## src/rtl/rom_programmer_if.sv

```systemverilog
// Host and chip-pin bundle for the 556PT5 fuse-ROM programmer.
// The master side is the host plus the chip; the slave side is the programmer.
interface rom_programmer_if #(
    parameter int DATA_WIDTH    = 8,
    parameter int ADDRESS_WIDTH = 9
);
    logic                     start;
    logic [ADDRESS_WIDTH-1:0] address_in;
    logic [DATA_WIDTH-1:0]    data_in;
    logic                     ready;
    logic                     busy;
    logic                     done;
    logic [1:0]               err_code;
    logic [DATA_WIDTH-1:0]    read_back;
    logic [3:0]               operation;
    logic [ADDRESS_WIDTH-1:0] address_line;
    logic [DATA_WIDTH-1:0]    data_line_out;
    logic                     data_line_oe;
    logic [DATA_WIDTH-1:0]    data_line_in;

    modport master (
        output start, address_in, data_in, data_line_in,
        input  ready, busy, done, err_code, read_back,
               operation, address_line, data_line_out, data_line_oe
    );

    modport slave (
        input  start, address_in, data_in, data_line_in,
        output ready, busy, done, err_code, read_back,
               operation, address_line, data_line_out, data_line_oe
    );
endinterface

```

## src/rtl/rom_programmer.sv

```systemverilog
// Programs one word of a 556PT5 fuse ROM: read, blow the lowest missing bit,
// re-read, repeat until the word matches, a bit proves unprogrammable or retries run out.
module rom_programmer #(
    parameter int         DATA_WIDTH    = 8,
    parameter int         ADDRESS_WIDTH = 9,
    parameter int         SETTLE_CYCLES = 16,
    parameter int         PULSE_CYCLES  = 1000,
    parameter int         MAX_RETRIES   = 8,
    parameter logic [3:0] READ_CODE     = 4'b0011,
    parameter logic [3:0] PROG_CODE     = 4'b1101
) (
    input logic              clk,
    input logic              reset_n,
    rom_programmer_if.slave  bus
);
    localparam int CNT_MAX = (SETTLE_CYCLES > PULSE_CYCLES) ? SETTLE_CYCLES : PULSE_CYCLES;
    localparam int CNT_W   = $clog2(CNT_MAX + 1);
    localparam int RETRY_W = $clog2(MAX_RETRIES + 2);

    localparam logic [CNT_W-1:0]   SETTLE_LAST = CNT_W'(SETTLE_CYCLES - 1);
    localparam logic [CNT_W-1:0]   PULSE_LAST  = CNT_W'(PULSE_CYCLES - 1);
    localparam logic [RETRY_W-1:0] RETRY_LIMIT = RETRY_W'(MAX_RETRIES);

    typedef enum logic [2:0] {
        IDLE, SETUP, SAMPLE, SELECT, PULSE, RECOVER, FINISH
    } state_e;

    state_e                   state_q;
    logic [CNT_W-1:0]         cnt_q;
    logic [RETRY_W-1:0]       retry_q;
    logic [DATA_WIDTH-1:0]    target_q;
    logic [DATA_WIDTH-1:0]    prev_bit_q;
    logic [DATA_WIDTH-1:0]    read_back_q;
    logic [ADDRESS_WIDTH-1:0] address_line_q;
    logic [DATA_WIDTH-1:0]    data_line_out_q;
    logic                     data_line_oe_q;
    logic [3:0]               operation_q;
    logic [1:0]               err_code_q;
    logic                     done_q;
    logic                     ready_q;
    logic                     busy_q;

    logic [DATA_WIDTH-1:0] need_d;
    logic [DATA_WIDTH-1:0] sel_d;
    logic                  bad_d;
    logic [RETRY_W-1:0]    retry_d;

    // Lowest missing bit is isolated with x & -x; a repeat of the same bit is a retry.
    always_comb begin
        need_d  = target_q & ~read_back_q;
        bad_d   = |(read_back_q & ~target_q);
        sel_d   = need_d & (~need_d + 1'b1);
        retry_d = RETRY_W'(1);
        if (sel_d == prev_bit_q) begin
            retry_d = (retry_q == '1) ? retry_q : retry_q + 1'b1;
        end
    end

    // NOTE: chip-facing outputs are flops with async clear, so pulling reset_n low
    // drops the programming voltage and data drive without waiting for a clock edge.
    always_ff @(posedge clk or negedge reset_n) begin
        if (!reset_n) begin
            state_q         <= IDLE;
            cnt_q           <= '0;
            retry_q         <= '0;
            target_q        <= '0;
            prev_bit_q      <= '0;
            read_back_q     <= '0;
            address_line_q  <= '0;
            data_line_out_q <= '0;
            data_line_oe_q  <= 1'b0;
            operation_q     <= 4'b0000;
            err_code_q      <= 2'b00;
            done_q          <= 1'b0;
            ready_q         <= 1'b1;
            busy_q          <= 1'b0;
        end else begin
            // NOTE: non-blocking assignments throughout, so every branch reads the
            // values registered at the start of this cycle.
            done_q <= 1'b0;
            unique case (state_q)
                IDLE: begin
                    if (bus.start) begin
                        address_line_q <= bus.address_in;
                        target_q       <= bus.data_in;
                        err_code_q     <= 2'b00;
                        retry_q        <= '0;
                        prev_bit_q     <= '0;
                        cnt_q          <= '0;
                        operation_q    <= READ_CODE;
                        ready_q        <= 1'b0;
                        busy_q         <= 1'b1;
                        state_q        <= SETUP;
                    end
                end
                SETUP: begin
                    if (cnt_q == SETTLE_LAST) begin
                        cnt_q   <= '0;
                        state_q <= SAMPLE;
                    end else begin
                        cnt_q <= cnt_q + 1'b1;
                    end
                end
                SAMPLE: begin
                    read_back_q <= bus.data_line_in;
                    state_q     <= SELECT;
                end
                SELECT: begin
                    if (bad_d) begin
                        err_code_q  <= 2'b01;
                        done_q      <= 1'b1;
                        operation_q <= 4'b0000;
                        state_q     <= FINISH;
                    end else if (need_d == '0) begin
                        err_code_q  <= 2'b00;
                        done_q      <= 1'b1;
                        operation_q <= 4'b0000;
                        state_q     <= FINISH;
                    end else begin
                        retry_q    <= retry_d;
                        prev_bit_q <= sel_d;
                        if (retry_d > RETRY_LIMIT) begin
                            err_code_q  <= 2'b10;
                            done_q      <= 1'b1;
                            operation_q <= 4'b0000;
                            state_q     <= FINISH;
                        end else begin
                            operation_q     <= PROG_CODE;
                            data_line_out_q <= sel_d;
                            data_line_oe_q  <= 1'b1;
                            cnt_q           <= '0;
                            state_q         <= PULSE;
                        end
                    end
                end
                PULSE: begin
                    if (cnt_q == PULSE_LAST) begin
                        operation_q     <= 4'b0000;
                        data_line_out_q <= '0;
                        data_line_oe_q  <= 1'b0;
                        cnt_q           <= '0;
                        state_q         <= RECOVER;
                    end else begin
                        cnt_q <= cnt_q + 1'b1;
                    end
                end
                RECOVER: begin
                    if (cnt_q == SETTLE_LAST) begin
                        operation_q <= READ_CODE;
                        cnt_q       <= '0;
                        state_q     <= SETUP;
                    end else begin
                        cnt_q <= cnt_q + 1'b1;
                    end
                end
                FINISH: begin
                    ready_q <= 1'b1;
                    busy_q  <= 1'b0;
                    state_q <= IDLE;
                end
                default: state_q <= IDLE;
            endcase
        end
    end

    assign bus.ready         = ready_q;
    assign bus.busy          = busy_q;
    assign bus.done          = done_q;
    assign bus.err_code      = err_code_q;
    assign bus.read_back     = read_back_q;
    assign bus.operation     = operation_q;
    assign bus.address_line  = address_line_q;
    assign bus.data_line_out = data_line_out_q;
    assign bus.data_line_oe  = data_line_oe_q;
endmodule

```

## src/flat_wrapper.sv

```systemverilog
// flat-port wrapper written by rule: the top's interface ports become plain ports
module rom_programmer_flat 
#(
    parameter int         DATA_WIDTH    = 8,
    parameter int         ADDRESS_WIDTH = 9,
    parameter int         SETTLE_CYCLES = 16,
    parameter int         PULSE_CYCLES  = 1000,
    parameter int         MAX_RETRIES   = 8,
    parameter logic [3:0] READ_CODE     = 4'b0011,
    parameter logic [3:0] PROG_CODE     = 4'b1101
)
  (clk, reset_n, bus_start, bus_address_in, bus_data_in, bus_data_line_in, bus_ready, bus_busy, bus_done, bus_err_code, bus_read_back, bus_operation, bus_address_line, bus_data_line_out, bus_data_line_oe);
  rom_programmer_if #(.DATA_WIDTH(DATA_WIDTH), .ADDRESS_WIDTH(ADDRESS_WIDTH)) bus_i ();
  input logic clk;
  input logic reset_n;
  input wire logic [$bits(bus_i.start)-1:0] bus_start;
  input wire logic [$bits(bus_i.address_in)-1:0] bus_address_in;
  input wire logic [$bits(bus_i.data_in)-1:0] bus_data_in;
  input wire logic [$bits(bus_i.data_line_in)-1:0] bus_data_line_in;
  output wire logic [$bits(bus_i.ready)-1:0] bus_ready;
  output wire logic [$bits(bus_i.busy)-1:0] bus_busy;
  output wire logic [$bits(bus_i.done)-1:0] bus_done;
  output wire logic [$bits(bus_i.err_code)-1:0] bus_err_code;
  output wire logic [$bits(bus_i.read_back)-1:0] bus_read_back;
  output wire logic [$bits(bus_i.operation)-1:0] bus_operation;
  output wire logic [$bits(bus_i.address_line)-1:0] bus_address_line;
  output wire logic [$bits(bus_i.data_line_out)-1:0] bus_data_line_out;
  output wire logic [$bits(bus_i.data_line_oe)-1:0] bus_data_line_oe;
  assign bus_i.start = bus_start;
  assign bus_i.address_in = bus_address_in;
  assign bus_i.data_in = bus_data_in;
  assign bus_i.data_line_in = bus_data_line_in;
  assign bus_ready = bus_i.ready;
  assign bus_busy = bus_i.busy;
  assign bus_done = bus_i.done;
  assign bus_err_code = bus_i.err_code;
  assign bus_read_back = bus_i.read_back;
  assign bus_operation = bus_i.operation;
  assign bus_address_line = bus_i.address_line;
  assign bus_data_line_out = bus_i.data_line_out;
  assign bus_data_line_oe = bus_i.data_line_oe;
  rom_programmer #(.DATA_WIDTH(DATA_WIDTH), .ADDRESS_WIDTH(ADDRESS_WIDTH), .SETTLE_CYCLES(SETTLE_CYCLES), .PULSE_CYCLES(PULSE_CYCLES), .MAX_RETRIES(MAX_RETRIES), .READ_CODE(READ_CODE), .PROG_CODE(PROG_CODE)) u_core (.clk(clk), .reset_n(reset_n), .bus(bus_i));
endmodule
```

## config.mk

```make
export PLATFORM = sky130hd
export DESIGN_NAME = rom_programmer_flat
export DESIGN_NICKNAME = d
export VERILOG_FILES = /design/src/rtl/rom_programmer_if.sv /design/src/rtl/rom_programmer.sv /design/src/flat_wrapper.sv
export SDC_FILE = /design/constraint.sdc
export NUM_CORES = 1
export LEC_CHECK = 0
export CAP_MARGIN = 20
export CELL_PAD_IN_SITES_DETAIL_PLACEMENT = 0
export CELL_PAD_IN_SITES_GLOBAL_PLACEMENT = 1
export CORE_UTILIZATION = 35
export DETAILED_ROUTE_END_ITERATION = 7
export DONT_BUFFER_PORTS = 1
export GPL_ROUTABILITY_DRIVEN = 1
export PLACE_DENSITY = 0.7
export RECOVER_POWER = 50
export SYNTH_ARGS = -nofsm -noshare
export SYNTH_HDL_FRONTEND = slang
export SYNTH_SLANG_ARGS = --single-unit
```

## constraint.sdc

```tcl
create_clock -name clk -period 4.15 [get_ports clk]
set_input_delay 0.83 -clock clk [delete_from_list [all_inputs] [get_ports clk]]
set_output_delay 0.83 -clock clk [all_outputs]
set_load 0.005 [all_outputs]
```

==> flow_summary.yaml, run 1 <==
die:
  start_util: 0.364
  die_y_um: 100
  core_sq_um: 9280
  fp.dieArea_sq_um: 10100
  die_x_um: 100
  ios: 63
  row_count: 35
worst_setup_path:
  regToRegSetupSlack_ns: 1.28
  criticalPathCategory: "reg2reg"
  critPathMaxFanout: 12
  r2r_start: "u_core.bus.read_back[0]"
  r2r_cells: 7
  arrival_ns: 3.15
  startpoint_type: "flop"
  r2r-end: "u_core.bus.data_line_out[5]"
  critical_path_required_ns: 4.43
  cp-end-kind: "flop"
grt:
  grt-ovfl-total: 0
  grt_pass1_vias: 2445
  grt_antenna_before_repair: 0
  grt_usage: 0.161
  grt_max_degree: 68
  grt_pass1_wl_mm: 12.4
timing:
  setup_viol: 0
  worst_pin_slew_ns: 1.04
  skew_ns: 0.00811
  slew-limit-headroom: 0.304
  fmax_ghz: 0.349
  hold_slack_ns: 0.181
  slew_violations: 0
  finalSetupTns_ns: 0
  finalCritPeriodShare: 0.691
  hold_viol_final: 0
  rsz0062_at_grt: "no"
  fin_crit_ns: 2.87
synthesis:
  yosysTopAreaCellShare: 0.489
  async_flop_share: 1.00
  netlist_top_cells_count: "dfrtp_1 (66), nand2_1 (37), nor2_1 (27)"
  synth_top_area_cell: "dfrtp_1"
  synth_edf_count: 0
  ys_ff_latch: 67
  yosysWarnings: 0
  syn_inst: 338
  syn_area_per_cell_sq_um: 10.0
  yosysSeqAreaShare: 0.496
  postSynthNetCount: 368
  dominantRegCellSynth: "dfrtp_1"
  ys_types: 59
  yosysMostFrequentCell: "dfrtp_1"
  syn_area_sq_um: 3380
  synth_area_leaders: "dfrtp_1 (49%), mux2_2 (5.7%), nand2_1 (4.1%), o21ai_0 (3.3%), nor2_1 (3.0%)"
clock_tree:
  clock-sinks: 67
  cts_buffers: 9
  root_buffer: "clkbuf_8"
  cts.path.max_buffers: 2
  cts-hold-fix-buffers: 0
  postCtsSetupBuffers: 0
  post_cts_resized: 0
  cts.clk_slew.worst_paths_ns: 0.08
  insertion_delay_ns: 0.34
  ctsHtreeMaxLevel: 3
  cts_tree: "done"
power:
  p_leak_uw: 0.00157
  power_density_nw_per_um2: 336
  p_total_uw: 1230
  irDropWorstVdd_mv: 0.211
finish:
  n_antenna_cell: 0
  area_growth_pct: 8.59
  drive_above_1_share: 0.127
  fillCellCount: 962
  nNetsFinal: 363
routing:
  first_iter_violations: 146
  viasPerCell: 5.31
  route.detailed.drc: 0
  wl_per_cell_um: 16.2
  via_count: 2479
  firstDrtPassIters: 4
  wirelength_mm: 7.55
  ant_nets: 0
status:
  status: "complete, no violations"
hold_path:
  hp-class: "in2async"
placement:
  place_congestion: 0.824
  dp_hpwl_mm: 5.19
  portBuffers: 0
run:
  maxCapViolCount: 0
[worst max-delay path, cell delays in order (launching register included)]
cell and delay [ns]:
dfrtp_1 0.43, inv_1 0.09, o22ai_1 0.08, nor4_1 0.48, and2_1 0.35, nand2_1 0.33, a21oi_1 0.77, a32o_1 0.27
[per-layer routing]
| metal | part of all wire | global-route usage | up-vias |
|---|---|---|---|
| li1 | - | - | 1203 |
| met1 | 0.49 | 0.230 | 1187 |
| met2 | 0.43 | 0.230 | 80 |
| met3 | 0.064 | 0.0411 | 9 |
| met4 | 0.015 | 0.0669 | 0 |
| met5 | 0 | 0 | - |
[cells in the final DEF, fill, tap and decap left out, types with 3 or more instances in the layout]
master / n
nand2_1: 37
o21ai_0: 22
mux2_2: 17
nor3_1: 6
o2bb2ai_1: 8
nor2b_1: 4
inv_1: 15
nor2_1: 27
o211ai_1: 3
a21oi_1: 19
nor4_1: 5
xor2_1: 3
a22o_1: 6
nand4_1: 5
clkbuf_8: 12
nand3_1: 13
and3_1: 3
xnor2_1: 6
dfrtp_1: 66
nand2b_1: 9
o22ai_1: 4
[state kept, by name, indices dropped and copies added (netlist names)]
name                      flops
u_core.cnt_q                 10
u_core.bus.address_line       9
u_core.bus.data_line_out      8
u_core.bus.read_back          8
u_core.prev_bit_q             8
u_core.target_q               8
u_core.retry_q                4
u_core.bus.operation          3
u_core.state_q                3
u_core.bus.err_code           2
u_core.bus.busy               1
u_core.bus.data_line_oe       1
u_core.bus.done               1
u_core.bus.ready              1
[worst max-delay path by stage]
stage               slack, ns                     from  cells after the start                          end
finish                   1.28  u_core.bus.read_back[0]                      7  u_core.bus.data_line_out[5]
global route             0.99  u_core.bus.read_back[0]                      7  u_core.bus.data_line_out[5]
floorplan                1.90        u_core.retry_q[0]                      9  u_core.bus.data_line_out[6]
detailed placement       1.27  u_core.bus.read_back[0]                      7  u_core.bus.data_line_out[5]
global placement         1.37  u_core.bus.read_back[0]                      7  u_core.bus.data_line_out[5]
CTS                      1.24  u_core.bus.read_back[0]                      7  u_core.bus.data_line_out[5]
[per-stage QoR]
stage	util	worst slack (ns)	area (sq um)	std cells
after floorplan	-	1.90	3380	338
after global placement	0.373	1.37	3460	451
after detailed placement	0.373	1.27	3460	451
after CTS	0.395	1.24	3670	467
after global routing	0.395	0.986	3670	467
final	0.395	1.28	3670	467
[layout make-up]
type                       count  area [sq um]  share of cell area
inverter                      15          56.3              0.0153
tap                          129           161              0.0440
clock buffer                  12           165              0.0450
clock inverter                 4          47.5              0.0130
sequential                    67          1680               0.457
timing repair buffer           1          7.51             0.00204
multi-input combinational    239          1560               0.424
[kinds of logic (layout without fill, tap and decap cells)]
family          Yosys count  in the layout  synth area share
mux                      17             17            0.0566
flops                    67             67             0.496
buf+inv                  32             32            0.0437
compound gates           88             88             0.188
simple gates            123            123             0.185
xor+xnor                  9              9            0.0233
fa+ha+maj                 2              2           0.00740
[power by group]
group	total (uW)	internal (uW)	switching, uW
Sequential	654	653	0.783
Combinational	2.15	1.23	0.919
Clock	577	325	252
Total	1230	979	254
(Power assumes the default switching activity.)
==> inputs of run 2 (changes only) <==
==> constraint.sdc (replaced) <==
create_clock -name clk -period 2.9 [get_ports clk]
set_input_delay 0.58 -clock clk [delete_from_list [all_inputs] [get_ports clk]]
set_output_delay 0.58 -clock clk [all_outputs]
set_load 0.005 [all_outputs]
==> run 2 against run 1 <==
Compared with the run above: the flow now finishes with violations (max-capacitance violations, max-slew violations); global-route usage increased by 0.64 points; sequential power increased by 43%; die area unchanged; first-iteration DRC count decreased by 32%; cell area increased by 0.72%; register-to-register slack got worse by 1.0 ns; count of clock-buffer cells in the layout decreased by 1; sequential share of layout area decreased by 0.32 points; final cell count increased by 1.3%; fmax increased by 7.9%; critical path depth decreased by 1; wire length increased by 2.2%; critical endpoint unchanged.
==> flow_summary.yaml, run 2 (synthesis results as in run 1) <==
clock_tree:
  ctsHtreeMaxLevel: 3
  cts.path.max_buffers: 2
  postCtsSetupBuffers: 0
  cts_buffers: 9
  cts_tree: "done"
  root_buffer: "clkbuf_8"
  clock-sinks: 67
  cts.clk_slew.worst_paths_ns: 0.07
  insertion_delay_ns: 0.34
grt:
  grt-ovfl-total: 0
  grt_pass1_vias: 2477
  grt_pass1_wl_mm: 12.8
  grt_usage: 0.167
  grt_antenna_before_repair: 0
  grt_max_degree: 67
routing:
  via_count: 2510
  wirelength_mm: 7.72
  first_iter_violations: 100
  ant_nets: 0
  wl_per_cell_um: 16.3
  route.detailed.drc: 0
  viasPerCell: 5.31
  firstDrtPassIters: 4
timing:
  skew_ns: 0.00709
  worst_pin_slew_ns: 1.63
  fmax_ghz: 0.376
  finalSetupTns_ns: 0
  hold_viol_final: 0
  slew_violations: 67
  setup_viol: 0
  fin_crit_ns: 2.66
  slew-limit-headroom: -0.0835
  finalCritPeriodShare: 0.917
  rsz0062_at_grt: "no"
status:
  violations: "max-capacitance violations, max-slew violations"
  status: "complete, but fails checks"
placement:
  place_congestion: 0.819
  post-place-cells: 458
  dp_hpwl_mm: 5.44
  portBuffers: 0
finish:
  mostFrequentLayoutCell: "dfrtp_1"
  drive_above_1_share: 0.140
  nNetsFinal: 371
  seqCellArea_sq_um: 1680
  n_antenna_cell: 0
  fillCellCount: 961
  fin_cells: 473
  largest_reg_flops: 10
  mostFrequentLayoutCells: "dfrtp_1 (66), nand2_1 (37), nor2_1 (27)"
  area_growth_pct: 9.36
  multi_input_area_sq_um: 1560
  top_register: "u_core.cnt_q"
power:
  internal_power_uw: 1350
  p_leak_uw: 0.00159
  switchingPower_uw: 354
  combinationalPowerShare: 0.012
  p_sw_frac: 0.208
  irDropWorstVdd_mv: 0.312
  p_seq_frac: 0.551
  power_density_nw_per_um2: 460
  clkPwrFrac: 0.437
die:
  ios: 63
  core_sq_um: 9280
  die_y_um: 100
  start_util: 0.364
  die_x_um: 100
  fp.dieArea_sq_um: 10100
  row_count: 35
worst_setup_path:
  critPathMaxFanout: 11
  critPathLaunch: "u_core.target_q[5]"
  cp-end-kind: "flop"
  crit_chain: "nor2b_1, or3_1, nor4_1, a2111oi_4, a21oi_1, a32o_1"
  critical_path_required_ns: 3.18
  arrival_ns: 2.94
  slowest_stage: "a21oi_1"
  cp_slowest_stage_delay_ns: 0.71
  startpoint_type: "flop"
  r2r_start: "u_core.target_q[5]"
  criticalPathCategory: "reg2reg"
hold_path:
  hp-class: "in2async"
run:
  maxCapViolCount: 1
-- run 2: area by class of cell --
class,instances,area share
Sequential cell,67,0.454
Clock inverter,3,0.0108
Tap cell,129,0.0437
Clock buffer,11,0.0382
Multi-Input combinational cell,239,0.421
Timing Repair Buffer,9,0.0176
Inverter,15,0.0152
-- run 2: repair_timing --
item / CTS / global route
hold endpoints to repair: 66 / 0
gates resized for setup: 0 / 0
hold buffers: 1 / 0
-- run 2: metrics by stage --
stage               total power (uW)  utilization  cell area [sq um]  worst slack, ns  hold WS [ns]
finish                          1700        0.398               3700            0.241        0.0710
global route                    1770        0.398               3700           0.0812        0.0488
CTS                             1730        0.401               3720            0.271        0.0575
detailed placement               957        0.378               3510            0.289         0.288
global placement                 957        0.378               3510            0.368         0.287
floorplan                        956            -               3380            0.649         0.284
-- run 2: path summary, 6_finish.rpt --
| kind | endpoint | slack, ns | cells past startpoint |
|---|---|---|---|
| setup / recovery | u_core.bus.data_line_out[5] | 0.24 | 6 |
| hold / removal | u_core.bus.ready | 0.07 | 0 |
| setup reg to reg | u_core.bus.data_line_out[5] | 0.24 | 6 |
| hold reg to reg | u_core.cnt_q[1] | 0.52 | 1 |
| max in group asynchronous | u_core.bus.address_line[6] | 1.30 | 1 |
| min in group clk | u_core.bus.read_back[5] | 0.35 | 2 |
-- run 2: layer usage --
metal	global-route usage	routed length (um)
met2	0.245	3410
met4	0.0702	106
met1	0.224	3610
met3	0.0585	591
met5	0	0
-- run 2: power groups by stage --
| stage | registers [uW] | logic (uW) | clock network [uW] |
|---|---|---|---|
| final | 936 | 20.5 | 743 |
| after global routing | 935 | 25.3 | 810 |
| after floorplan | 954 | 2.81 | 0 |
| after global placement | 954 | 3.08 | 0 |
| after detailed placement | 954 | 3.04 | 0 |
| after CTS | 936 | 26.1 | 766 |
-- run 2: worst max-delay path, delay by kind of cell, from the launching register on --
kind,cells,cell delay [ns]
DFF,1,0.40
and+or+nand+nor,3,1.11
AOI/OAI and AO/OA,3,1.08
